File: src/rtl/pagerank_iter_sched.sv
// Iteration scheduler for the pagerank compute stage: per-iteration partition
// fetch with bounded outstanding reads, result wait with cap/timeout, and abort drain.
module pagerank_iter_sched #(
  parameter int ADDR_W          = 16,
  parameter int MAX_OUTSTANDING = 4
) (
  input  logic              clock,
  input  logic              reset_n,
  input  logic              start,
  input  logic              abort,
  input  logic [ADDR_W-1:0] num_chunks,
  input  logic [ADDR_W-1:0] base_addr,
  input  logic [31:0]       max_iterations,
  input  logic [31:0]       timeout_cycles,
  output logic              rd_req,
  output logic [ADDR_W-1:0] rd_addr,
  input  logic              rd_ready,
  input  logic              rd_valid,
  output logic              beat_en,
  output logic              stream_start,
  output logic              stream_done,
  input  logic              next_iteration,
  input  logic              pagerank_complete,
  output logic              busy,
  output logic              run_done,
  output logic              max_hit,
  output logic              timed_out,
  output logic              protocol_err,
  output logic [31:0]       iter_count
);

  // Read channel: an address transfers on rd_req & rd_ready; data returns in
  // order, one beat per rd_valid, and is only meaningful while a read is outstanding.
  typedef enum logic [2:0] {
    S_IDLE, S_KICK, S_STREAM, S_CLOSE, S_WAIT, S_FINISH, S_DRAIN, S_ERROR
  } state_t;

  localparam logic [3:0] MAX_OUT = 4'(MAX_OUTSTANDING);

  state_t            state, state_nxt;
  logic [ADDR_W-1:0] cfg_num, cfg_base, issue_addr;
  logic [31:0]       cfg_max, cfg_timeout, wait_cnt;
  logic [ADDR_W:0]   issued, returned;
  logic [3:0]        outstanding, out_nxt;
  logic              idle_like, valid_ok, issue_hs, start_acc;
  logic              iter_load, max_hit_set, timed_out_set;
  logic [31:0]       iter_inc;

  assign idle_like = (state == S_IDLE) || (state == S_ERROR);
  assign busy      = !idle_like;
  assign start_acc = idle_like && start;
  assign valid_ok  = rd_valid && (outstanding != 4'd0);
  assign rd_req    = (state == S_STREAM) && !abort && (issued < {1'b0, cfg_num})
                     && (outstanding < MAX_OUT);
  assign issue_hs  = rd_req && rd_ready;
  assign out_nxt   = outstanding + 4'(issue_hs) - 4'(valid_ok);
  assign rd_addr   = issue_addr;
  assign beat_en   = (state == S_STREAM) && valid_ok;
  assign stream_start = (state == S_KICK);
  assign stream_done  = (state == S_CLOSE);
  assign run_done  = (state == S_FINISH) && !abort;
  assign iter_inc  = iter_count + 32'd1;

  always_comb begin
    state_nxt     = state;
    iter_load     = 1'b0;
    max_hit_set   = 1'b0;
    timed_out_set = 1'b0;
    if (busy && abort && state != S_DRAIN) begin
      state_nxt = (out_nxt != 4'd0) ? S_DRAIN : S_IDLE;
    end else begin
      case (state)
        S_IDLE, S_ERROR: if (start) state_nxt = S_KICK;
        S_KICK:   state_nxt = (cfg_num == '0) ? S_CLOSE : S_STREAM;
        S_STREAM: if (valid_ok && (returned + (ADDR_W+1)'(1)) == {1'b0, cfg_num})
                    state_nxt = S_CLOSE;
        S_CLOSE:  state_nxt = S_WAIT;
        S_WAIT: begin
          // An input event in the final timeout cycle wins over the timeout.
          if (pagerank_complete) begin
            state_nxt = S_FINISH;
          end else if (next_iteration) begin
            iter_load = 1'b1;
            if (cfg_max != 32'd0 && iter_inc >= cfg_max) begin
              max_hit_set = 1'b1;
              state_nxt   = S_FINISH;
            end else begin
              state_nxt = S_KICK;
            end
          end else if (cfg_timeout != 32'd0 && wait_cnt == cfg_timeout - 32'd1) begin
            timed_out_set = 1'b1;
            state_nxt     = S_ERROR;
          end
        end
        S_FINISH: state_nxt = S_IDLE;
        S_DRAIN:  if (out_nxt == 4'd0) state_nxt = S_IDLE;
        default:  state_nxt = S_IDLE;
      endcase
    end
  end

  always_ff @(posedge clock or negedge reset_n) begin
    if (!reset_n) begin
      state <= S_IDLE;
    end else begin
      state <= state_nxt;
    end
  end

  always_ff @(posedge clock or negedge reset_n) begin
    if (!reset_n) begin
      cfg_num      <= '0;
      cfg_base     <= '0;
      cfg_max      <= '0;
      cfg_timeout  <= '0;
      issue_addr   <= '0;
      issued       <= '0;
      returned     <= '0;
      outstanding  <= '0;
      wait_cnt     <= '0;
      iter_count   <= '0;
      max_hit      <= 1'b0;
      timed_out    <= 1'b0;
      protocol_err <= 1'b0;
    end else begin
      outstanding <= out_nxt;
      if (start_acc) begin
        cfg_num     <= num_chunks;
        cfg_base    <= base_addr;
        cfg_max     <= max_iterations;
        cfg_timeout <= timeout_cycles;
        issue_addr  <= base_addr;
        issued      <= '0;
        returned    <= '0;
        wait_cnt    <= '0;
        iter_count  <= '0;
        max_hit     <= 1'b0;
        timed_out   <= 1'b0;
        protocol_err <= 1'b0;
      end else begin
        if (issue_hs) begin
          issue_addr <= issue_addr + ADDR_W'(1);
          issued     <= issued + (ADDR_W+1)'(1);
        end
        if (beat_en) returned <= returned + (ADDR_W+1)'(1);
        if (state == S_CLOSE) begin
          issued     <= '0;
          returned   <= '0;
          issue_addr <= cfg_base;
          wait_cnt   <= '0;
        end
        if (state == S_WAIT) wait_cnt <= wait_cnt + 32'd1;
        if (iter_load) iter_count <= iter_inc;
        if (max_hit_set) max_hit <= 1'b1;
        if (timed_out_set) timed_out <= 1'b1;
      end
      // A stray beat is flagged even in the cycle a new run starts.
      if (rd_valid && outstanding == 4'd0) protocol_err <= 1'b1;
    end
  end

endmodule

File: config.mk
export PLATFORM = sky130hd
export DESIGN_NAME = pagerank_iter_sched
export DESIGN_NICKNAME = d
export VERILOG_FILES = /design/src/rtl/pagerank_iter_sched.sv
export SDC_FILE = /design/constraint.sdc
export NUM_CORES = 1
export LEC_CHECK = 0
export CORE_ASPECT_RATIO = 0.7
export CORE_UTILIZATION = 50
export CTS_BUF_LIST = sky130_fd_sc_hd__clkbuf_16
export CTS_CLUSTER_SIZE = 8
export DETAILED_ROUTE_END_ITERATION = 7
export HOLD_SLACK_MARGIN = 0.12
export PLACE_DENSITY = 0.8
export SLEW_MARGIN = 10
export SYNTH_ARGS = -nofsm -noshare
export SYNTH_HDL_FRONTEND = slang
export SYNTH_SLANG_ARGS = --single-unit
File: constraint.sdc
create_clock -name clock -period 7 [get_ports clock]
set_input_delay 1.05 -clock clock [delete_from_list [all_inputs] [get_ports clock]]
set_output_delay 1.05 -clock clock [all_outputs]
set_load 0.005 [all_outputs]
# Yosys cells after proc, flatten, opt, wreduce, memory -nomap -nowiden
# Cells that the tools add are included.
totals:
  regBits: 220
op_classes:
  n_addsub: 8
  order_cmp: 3
  eq_ne: 14
  muxes: 45
  n_reduce_logical: 34
ops:
  columns: ["op", "count"]
  rows:
  - ["$mux 32", 5]
  - ["$mux 17", 6]
  - ["$add 32x1->32 const B", 2]
  - ["$reduce_bool 32->1", 2]
  - ["$mux 16", 3]
  - ["$add 17x1->17 const B", 2]
  - ["$eq 32x32->1", 1]
  - ["$ge 32x32->1", 1]
  - ["$sub 32x1->32 const B", 1]
  - ["$mux 3", 9]
  - ["$mux 1", 21]
  - ["$pmux 3 s7", 1]
  - ["$eq 17x16->1", 1]
  - ["$lt 17x16->1", 1]
  - ["$add 16x1->16 const B", 1]
  - ["$logic_not 16->1", 1]
  - ["$logic_and 1x1->1", 14]
  - ["$eq 3x3->1 const B", 4]
  - ["$ne 3x3->1 const B", 3]
  - ["$reduce_bool 3->1", 3]
  - ["$logic_not 4->1", 2]
  - ["$reduce_bool 2->1", 4]
  - ["$reduce_bool 4->1", 2]
  - ["$eq 3x2->1 const B", 2]
  - ["other kinds (11)", 12]

# Logic depth before layout (Yosys ltp)
# Gate-level depths: netlist (run 1).
logic_depth:
  depth_word: 11
  depth_mapped: 21
  mapped_depth_nobuf: 20

# Worst setup path after synthesis (run 1)
# Ideal clock, no wire load.
synth_timing:
  path_type: "in2reg"
  startpoint: "input port abort"
  endpoint: "register state[1]"
  setup_time_ns: 0.120
  arrival_time_ns: 4.510
  required_ns: 6.880
  path_slack_ns: 2.369
  stages: 18
  path_buffers: 2
  cell_sequence: "buf_2 > nor3b_1 > nand3_1 > a221oi_1 > nand2_1 > a21oi_1 > buf_2 > inv_1 > ha_1 > inv_1 > ha_1 > fa_1 > or4_1 > o2111ai_1 > o31ai_1 > a21oi_1 > nor2b_1 > a41o_1"
synth_between:
  elab_chain_len: 10
synth_lines:
  columns: ["item", "line_no", "text"]
  rows:
  - ["from (decl)", "10", "input logic abort,"]
  - ["$logic_not 1->1 (*)", "53", "assign rd_req = (state == S_STREAM) && !abort && (issued < {1'b0, cfg_num})"]
  - ["$logic_and 1x1->1 (*) (2 in series)", "53", null]
  - ["$logic_and 1x1->1 (*)", "54", "&& (outstanding < MAX_OUT);"]
  - ["$logic_and 1x1->1 (*)", "55", "assign issue_hs = rd_req && rd_ready;"]
  - ["$add 4x1->4 (*)", "56", "assign out_nxt = outstanding + 4'(issue_hs) - 4'(valid_ok);"]
  - ["$sub 4x1->4 (*)", "56", null]
  - ["net out_nxt[1]", "44", "logic [3:0] outstanding, out_nxt;"]
  - ["$logic_not 4->1 or $reduce_bool 4->1 (tied branches)", "96, 70", null]
  - ["$ne 3x3->1 (no source line) or $mux 3 (tied branches)", null, null]
  - ["$reduce_and 4->1 (no source line) or $mux 3 (tied branches)", null, null]
  - ["to (signal assigned)", "106", "state <= state_nxt;"]
  - ["to (decl)", "40", "state_t state, state_nxt;"]
# The timed path passes the listed nets; every way through them passes the cells marked *.
# A chain may end at the register's enable or synchronous reset.

# Worst setup path after layout (run 1)
# Same ends and word-level chain as after synthesis.

==> impl_metrics.csv, run 1 <==
group,metric,value,unit
synth,yosys_warnings,0,
placed_design,place_area,14900,um2
cts,clock_latency,580,ps
finish,finalNetCount,1823,
sta,worst_slew_pin_slew,1120,ps
synth,synth_largest_area_cell,"dfrtp_1",
sta,rsz0062_at_grt,"false",
die,placementRows,49,
die,dieArea,26900,um2
die,die_w,196,um
grt,grt_remaining_overflow,0,
die,die_h,138,um
synth,ys_seq_area_frac,0.419,
power_and_ir_drop,p_total,5.43,mW
synth,synth_edf_count,0,
detailed_routing,viasPerCell,5.85,
power_and_ir_drop,switching_share,0.398,
sta,setup-tns-final,0,ps
cts,clkTransAtPathRegs,50,ps
placed_design,dpl.hpwl,24600,um
synth,synth_area_leaders,"dfrtp_1, nand2_1, o21ai_0",
sta,max_slew_margin,0.255,
power_and_ir_drop,p_comb_frac,0.369,
cts,cts_tree,"built",
die,ios,161,
status,outcome,"finished clean",
grt,grt_use_total,0.261,
cts,postCtsResizedCells,0,
grt,grt_pass1_wl,56600,um
cts,ctsHoldBuffers,0,
synth,yosys-top-cells-count,"nand2_1, dfrtp_1, o21ai_0, nor2_1, nand3_1",
cts,cts_inserted_buffers,31,
synth,yosysMostFrequentCell,"nand2_1",
synth,syn_area_per_cell,8.59,um2
sta,whs,475,ps
synth,synthFlopType,"dfrtp_1",
detailed_routing,wl_per_cell,17.5,um
synth,syn_inst,1528,
cts,cts-root-buf,"clkbuf_16",
flow_run,cap_violations,0,
cts,cts_buffer_depth,3,
cts,htreeDepth,1,
critical_path,worst-setup-path-type,"in2reg",
detailed_routing,first_iter_violations,1157,
sta,hold_viol_final,0,
detailed_routing,drc,0,
power_and_ir_drop,leakage,7.17,nW
grt,grt_pass1_vias,11023,
finish,drive_gt1_frac,0.0452,
power_and_ir_drop,p_clk_frac,0.243,
grt,grt_max_degree,131,
grt,antenna_found_initial,2,
power_and_ir_drop,switching_power,2.16,mW
detailed_routing,dr.pass1.iters,5,
sta,timing.final.max_slew_violations,0,
power_and_ir_drop,intPower,3.27,mW
hold_path,hold_path.class,"reg2reg",
power_and_ir_drop,sequentialPowerShare,0.388,
critical_path,cp_data_arrival_time,5540,ps
sta,fmax,197,MHz
placed_design,gp_congestion,0.918,
finish,postLayoutCellArea,15700,um2
placed_design,placed_cells,1957,
finish,antenna_cells,0,
cts,clock-sinks,220,
synth,yosysUniqueCellTypes,71,
detailed_routing,wirelength,34900,um
synth,ys_ff_latch,220,
die,start_util,0.510,
critical_path,start_kind,"input pin",
die,coreArea,25700,um2
detailed_routing,ant_nets,0,
critical_path,crit_required,7460,ps
critical_path,setup.worst_path.end_class,"flip-flop",
power_and_ir_drop,p_per_area,345,nW/um2
cts,post-cts-setup-buffer-count,0,
finish,num-fill-cells,2178,
sta,post-route-min-period,5080,ps
finish,synthToLayoutAreaGrowth,19.9,%
critical_path,critPathMaxFanout,22,
detailed_routing,via_count,11641,
sta,report.final.setup_viol,0,
synth,synthArstFlopShare,1.00,
sta,finalCritPeriodShare,0.725,
synth,yosys.area.top_type_share,0.419,
synth,synth_nets,1692,
finish,final_cells,1991,
power_and_ir_drop,ir_worst_vdd,0.000210,V
sta,fin_skew,15.0,ps
placed_design,io_buffers,160,
synth,synthesis.area,13100,um2
[state kept, by name, indices dropped and copies added, names as in the netlist]
register and flops:
outstanding 4, cfg_timeout 32, max_hit 1, wait_cnt 32, cfg_base 16, timed_out 1
cfg_num 16, protocol_err 1, state 3, issued 17, iter_count 32, returned 17
rd_addr 16, cfg_max 32
[layout make-up]
type	instances	area, um2	share of cell area
Inverter	62	233	0.0148
Tap cell	331	414	0.0263
Clock buffer	31	776	0.0493
Sequential cell	220	5510	0.350
Multi-Input combinational cell	1174	7110	0.451
Timing Repair Buffer	170	1680	0.107
Clock inverter	3	28.8	0.00183
[per-layer routing]
| layer | GRT usage | wire, um | vias to the layer above |
|---|---|---|---|
| met1 | 0.385 | 16300 | 5558 |
| met4 | 0.0603 | 662 | 2 |
| li1 | - | - | 5590 |
| met3 | 0.0553 | 2780 | 57 |
| met5 | 0 | 13 | - |
| met2 | 0.391 | 15100 | 434 |
[path summary, 6_finish.rpt]
path	slack, ps	cells after the start	from	to
max	1920	18	abort	state[1]
min	470	2	cfg_base[2]	cfg_base[2]
max reg2reg	2110	18	state[2]	state[1]
min reg2reg	470	2	cfg_base[2]	cfg_base[2]
max in group asynchronous	4950	2	reset_n	cfg_max[23]
min in group asynchronous	570	1	reset_n	cfg_timeout[4]
[critical path, stage by stage]
cell and delay [ps]:
clkdlybuf4s50_1 580, nor3b_1 360, nand3_1 120, a221oi_1 350, nand2_1 130, a21oi_2 120
buf_4 260, inv_1 70, ha_1 270, inv_1 40, ha_1 200, fa_1 470
or4_1 540, o2111ai_1 290, o31ai_1 140, a21oi_1 250, nor2b_1 90, a41o_1 210
[cell families (layout without fill, tap and decap cells)]
group / after synthesis / count (layout) / synth area share
buffers and inverters: 134 / 266 / 0.0402
AO/OA/AOI/OAI: 308 / 308 / 0.144
flip-flops: 220 / 220 / 0.419
multiplexers: 21 / 21 / 0.0167
XOR/XNOR: 119 / 119 / 0.0794
adder cells (fa/ha/maj): 61 / 61 / 0.0585
AND/OR/NAND/NOR: 665 / 665 / 0.242
[layout by cell type, fill, tap and decap left out, types with 20 or more instances in the layout]
| cell | n |
|---|---|
| inv_1 | 62 |
| nor4_1 | 26 |
| nand4_1 | 45 |
| nor2_1 | 104 |
| ha_1 | 59 |
| o31ai_1 | 24 |
| xor2_1 | 60 |
| o21ai_0 | 149 |
| clkbuf_16 | 31 |
| a21oi_1 | 42 |
| nand3_1 | 63 |
| nor3_1 | 20 |
| dfrtp_1 | 220 |
| nand2_1 | 298 |
| xnor2_1 | 59 |
| clkdlybuf4s50_1 | 159 |
| and3_1 | 32 |
[metrics by stage]
stage          worst slack, ps  utilization
3_5_place_dp              1450        0.580
6_report                  1920        0.612
5_1_grt                   1620        0.612
3_3_place_gp              1620        0.580
2_1_floorplan             2370            -
4_1_cts                   1970        0.612
[power by group through the flow]
stage	Combinational [mW]	Clock, mW	Sequential, mW
finish	2.00	1.32	2.11
global route	2.27	1.39	2.15
CTS	2.00	1.34	2.09
detailed placement	1.98	0	2.10
global placement	1.90	0	2.08
floorplan	1.49	0	1.91
No activity file was read; power rests on OpenSTA's default activity.
==> inputs of run 2 (changes only) <==
==> constraint.sdc (replaced) <==
create_clock -name clock -period 4.82 [get_ports clock]
set_input_delay 0.723 -clock clock [delete_from_list [all_inputs] [get_ports clock]]
set_output_delay 0.723 -clock clock [all_outputs]
set_load 0.005 [all_outputs]
==> run 2 against run 1 <==
Effect of this change:
- largest cell class unchanged
- hold slack worse by 330 ps
- final area is 0.31% higher
- die area stayed put
- global-route usage is 0.42 points higher
- setup slack worse by 1500 ps
- critical endpoint unchanged
==> impl_metrics.csv, run 2 (synthesis results as in run 1) <==
group,metric,value,unit
die,start_util,0.510,
detailed_routing,wirelength,35400,um
sta,setup_slack,471,ps
die,die_h,138,um
detailed_routing,via_count,11760,
placed_design,dpl.hpwl,25000,um
cts,cts_tree,"built",
power_and_ir_drop,ir_worst_vdd,0.000290,V
sta,max_slew_margin,0.254,
cts,htreeDepth,1,
cts,cts-root-buf,"clkbuf_16",
cts,cts_buffer_depth,3,
sta,worst_slew_pin_slew,1120,ps
critical_path,crit_required,5270,ps
flow_run,cap_violations,0,
power_and_ir_drop,leakage,7.20,nW
critical_path,start_kind,"flip-flop",
sta,setup-tns-final,0,ps
power_and_ir_drop,intPower,4.77,mW
status,outcome,"finished clean",
grt,grt_pass1_wl,57300,um
placed_design,io_buffers,160,
sta,hold_viol_final,0,
detailed_routing,drc,0,
finish,regArea,5510,um2
finish,num-fill-cells,2139,
finish,drive_gt1_frac,0.0486,
die,ios,161,
sta,timing.final.max_slew_violations,0,
cts,clock_latency,560,ps
cts,ctsHoldBuffers,0,
placed_design,dp_slack,57.4,ps
sta,fin_skew,12.9,ps
sta,report.final.setup_viol,0,
finish,final_common_cell,"nand2_1",
finish,multi_input_area,7110,um2
sta,finalCritPeriodShare,0.902,
grt,grt_use_total,0.265,
die,coreArea,25700,um2
critical_path,cp_data_arrival_time,4790,ps
detailed_routing,dr.pass1.iters,5,
cts,postCtsResizedCells,0,
grt,grt_pass1_vias,11173,
sta,rsz0062_at_grt,"false",
cts,clkTransAtPathRegs,50,ps
finish,final_cell_mix,"nand2_1, dfrtp_1, clkdlybuf4s50_1",
sta,fmax,230,MHz
grt,grt_remaining_overflow,0,
critical_path,setup.worst_path.end_class,"flip-flop",
detailed_routing,first_iter_violations,1073,
grt,grt_max_degree,101,
detailed_routing,ant_nets,0,
cts,cts_inserted_buffers,31,
detailed_routing,viasPerCell,5.89,
die,placementRows,49,
detailed_routing,wl_per_cell,17.7,um
power_and_ir_drop,p_clk_frac,0.240,
placed_design,gp_congestion,0.910,
power_and_ir_drop,sequentialPowerShare,0.380,
finish,synthToLayoutAreaGrowth,20.3,%
power_and_ir_drop,switching_share,0.397,
hold_path,hold_path.class,"in2async",
critical_path,worst-setup-path-type,"reg2reg",
die,die_w,196,um
cts,post-cts-setup-buffer-count,0,
critical_path,critPathMaxFanout,5,
finish,finalNetCount,1829,
sta,post-route-min-period,4350,ps
die,dieArea,26900,um2
power_and_ir_drop,switching_power,3.14,mW
power_and_ir_drop,p_per_area,501,nW/um2
cts,clock-sinks,220,
power_and_ir_drop,p_comb_frac,0.381,
grt,antenna_found_initial,3,
-- run 2: cell count changes in the layout (fill, tap and decap cells not counted), sizes merged --
cell,delta
diode,+1
buf,+6
-- run 2: critical path, stage by stage (launching register included) --
cell and delay (ps):
dfrtp_1 480, inv_1 100, ha_1 310, and4b_1 220, a221oi_1 350, nand2_1 110, a21oi_2 130, inv_1 60
ha_1 270, inv_1 40, ha_1 210, fa_1 480, or4_1 560, o2111ai_1 260, o31ai_1 120, a21oi_1 230
nor2b_1 80, a41o_1 200
-- run 2: layout make-up --
type | instances | area share
multi-input cells | 1174 | 0.450
flip-flops and latches | 220 | 0.349
repair buffers | 176 | 0.110
clock buffers | 31 | 0.0491
well taps | 331 | 0.0262
inverters | 62 | 0.0147
clock inverters | 3 | 0.00111
diodes | 1 | 0.000158
-- run 2: through the flow --
step / cell area [um2] / std cells / hold WS, ps / utilization / power, mW
after floorplan: 13100 / 1528 / 427 / - / 4.94
after global placement: 15000 / 1963 / 458 / 0.583 / 5.82
after detailed placement: 15000 / 1963 / 464 / 0.583 / 5.96
after CTS: 15800 / 1997 / 180 / 0.613 / 7.91
after global routing: 15800 / 1997 / 203 / 0.613 / 8.46
final: 15800 / 1998 / 150 / 0.613 / 7.91
-- run 2: final timing paths --
kind	start	endpoint	slack [ps]	depth (start not counted)
max	cfg_num[14]	state[1]	470	17
min	reset_n	cfg_timeout[6]	150	1
max reg2reg	cfg_num[14]	state[1]	470	17
min reg2reg	cfg_base[6]	cfg_base[6]	480	2
max in group asynchronous	reset_n	cfg_max[24]	3680	2
min in group clock	cfg_base[6]	cfg_base[6]	480	2
-- run 2: power groups by stage --
stage | Combinational [mW] | Clock, mW | Sequential [mW]
after global placement | 2.85 | 0 | 2.98
final | 3.01 | 1.90 | 3.00
after global routing | 3.38 | 2.01 | 3.08
after CTS | 2.99 | 1.94 | 2.98
after detailed placement | 2.96 | 0 | 3.00
after floorplan | 2.16 | 0 | 2.78
-- run 2: routing by layer --
metal,wire length (um),up-vias,GRT usage
met3,2610,56,0.0617
met5,27,-,0
li1,-,5609,-
met4,658,4,0.0694
met2,15300,420,0.402
met1,16700,5671,0.381
==> inputs of run 3 (changes only) <==
--- a/config.mk
+++ b/config.mk
@@ -11,7 +11,7 @@
 export CTS_CLUSTER_SIZE = 8
 export DETAILED_ROUTE_END_ITERATION = 7
 export HOLD_SLACK_MARGIN = 0.12
-export PLACE_DENSITY = 0.8
+export PLACE_DENSITY = 0.72
 export SLEW_MARGIN = 10
 export SYNTH_ARGS = -nofsm -noshare
 export SYNTH_HDL_FRONTEND = slang
==> run 3 against run 2 <==
Effect of this change:
- sequential share of layout area is 0.072 points lower
- final area is 0.21% higher
- combinational power hardly changed
- cell count stayed put
- die area stayed put
- clock skew is 6.8 ps higher
- power is 0.41% higher
- critical path depth is 1 higher
- via count is 1.4% lower
- flip-flop and latch count stayed put
- global-route usage is 0.19 points lower
==> impl_metrics.csv, run 3 (synthesis results as in run 1) <==
group,metric,value,unit
finish,synthToLayoutAreaGrowth,20.6,%
sta,fin_skew,19.6,ps
critical_path,setup.worst_path.end_class,"flip-flop",
critical_path,critPathLaunch,"cfg_num[1]",
critical_path,r2r_slack,470,ps
cts,cts_tree,"built",
grt,grt_use_total,0.263,
finish,final_cell_mix,"nand2_1, dfrtp_1, clkdlybuf4s50_1",
die,start_util,0.510,
critical_path,worst-setup-path-type,"reg2reg",
finish,final_cells,1998,
grt,grt_remaining_overflow,0,
sta,rsz0062_at_grt,"false",
critical_path,start_kind,"flip-flop",
finish,postLayoutCellArea,15800,um2
sta,hold_viol_final,0,
cts,htreeDepth,1,
placed_design,place_area,15000,um2
cts,postCtsResizedCells,0,
die,coreArea,25700,um2
grt,grt_pass1_vias,10951,
cts,post-cts-setup-buffer-count,0,
finish,num-fill-cells,2255,
detailed_routing,wl_per_cell,17.6,um
critical_path,reg2reg_from,"cfg_num[1]",
die,die_h,138,um
power_and_ir_drop,leakage,7.22,nW
finish,regArea,5510,um2
cts,clock-sinks,220,
cts,clkTransAtPathRegs,50,ps
finish,antenna_cells,0,
die,placementRows,49,
finish,drive_gt1_frac,0.0498,
sta,post-route-min-period,4350,ps
cts,cts-root-buf,"clkbuf_16",
power_and_ir_drop,p_total,7.94,mW
sta,max_slew_margin,0.367,
detailed_routing,dr.pass1.iters,5,
placed_design,dp_slack,36.1,ps
placed_design,placed_cells,1965,
finish,multi_input_area,7110,um2
cts,cts_inserted_buffers,31,
power_and_ir_drop,ir_worst_vdd,0.000314,V
sta,setup_slack,467,ps
finish,finalNetCount,1831,
critical_path,crit_required,5260,ps
hold_path,hold_path.class,"in2async",
detailed_routing,first_iter_violations,831,
cts,clock_latency,570,ps
placed_design,io_buffers,160,
placed_design,gp_congestion,0.900,
power_and_ir_drop,p_per_area,502,nW/um2
detailed_routing,viasPerCell,5.80,
detailed_routing,drc,0,
placed_design,dpl.hpwl,25300,um
critical_path,cp_data_arrival_time,4790,ps
sta,setup-tns-final,0,ps
die,dieArea,26900,um2
sta,timing.final.max_slew_violations,0,
sta,finalCritPeriodShare,0.903,
detailed_routing,ant_nets,0,
critical_path,critPathMaxFanout,3,
cts,cts_buffer_depth,3,
sta,worst_slew_pin_slew,946,ps
flow_run,cap_violations,0,
finish,final_common_cell,"nand2_1",
sta,fmax,230,MHz
die,ios,161,
detailed_routing,wirelength,35200,um
grt,grt_max_degree,119,
sta,whs,249,ps
cts,ctsHoldBuffers,0,
sta,report.final.setup_viol,0,
die,die_w,196,um
finish,utilization,0.615,
detailed_routing,via_count,11598,
status,outcome,"finished clean",
grt,antenna_found_initial,3,
grt,grt_pass1_wl,56700,um
-- run 3: layer usage --
layer  track usage  vias up  part of all wire
met5             0        -            0.0011
met4        0.0560        6             0.016
met3        0.0441       47             0.065
met2         0.387      355              0.42
met1         0.404     5580              0.50
li1              -     5610                 -
-- run 3: critical path: stages, from the launching register on --
cell       delay [ps]
dfrtp_1           460
inv_1              90
ha_1              300
a21o_1            160
a21oi_1           150
o21ai_0           180
a41o_1            300
a21oi_2           140
inv_1              60
ha_1              270
inv_1              40
ha_1              200
fa_1              470
or4_1             550
o2111ai_1         250
o31ai_1           110
a21oi_1           230
nor2b_1            80
a41o_1            200
-- run 3: path summary, 6_finish.rpt --
check	endpoint	cells after the start
max	state[1]	18
min	returned[11]	1
max reg2reg	state[1]	18
min reg2reg	cfg_base[14]	2
max in group asynchronous	iter_count[25]	2
min in group clock	cfg_base[14]	2
-- run 3: area by class of cell --
type	instances	area share
Timing Repair Buffer	178	0.110
Sequential cell	220	0.348
Tap cell	331	0.0262
Clock inverter	2	0.00316
Inverter	62	0.0147
Multi-Input combinational cell	1174	0.449
Clock buffer	31	0.0490
-- run 3: power breakdown --
group	switching (mW)	internal [mW]
sequential	0.631	2.37
clock	0.781	1.18
combinational	1.71	1.27
total	3.12	4.82
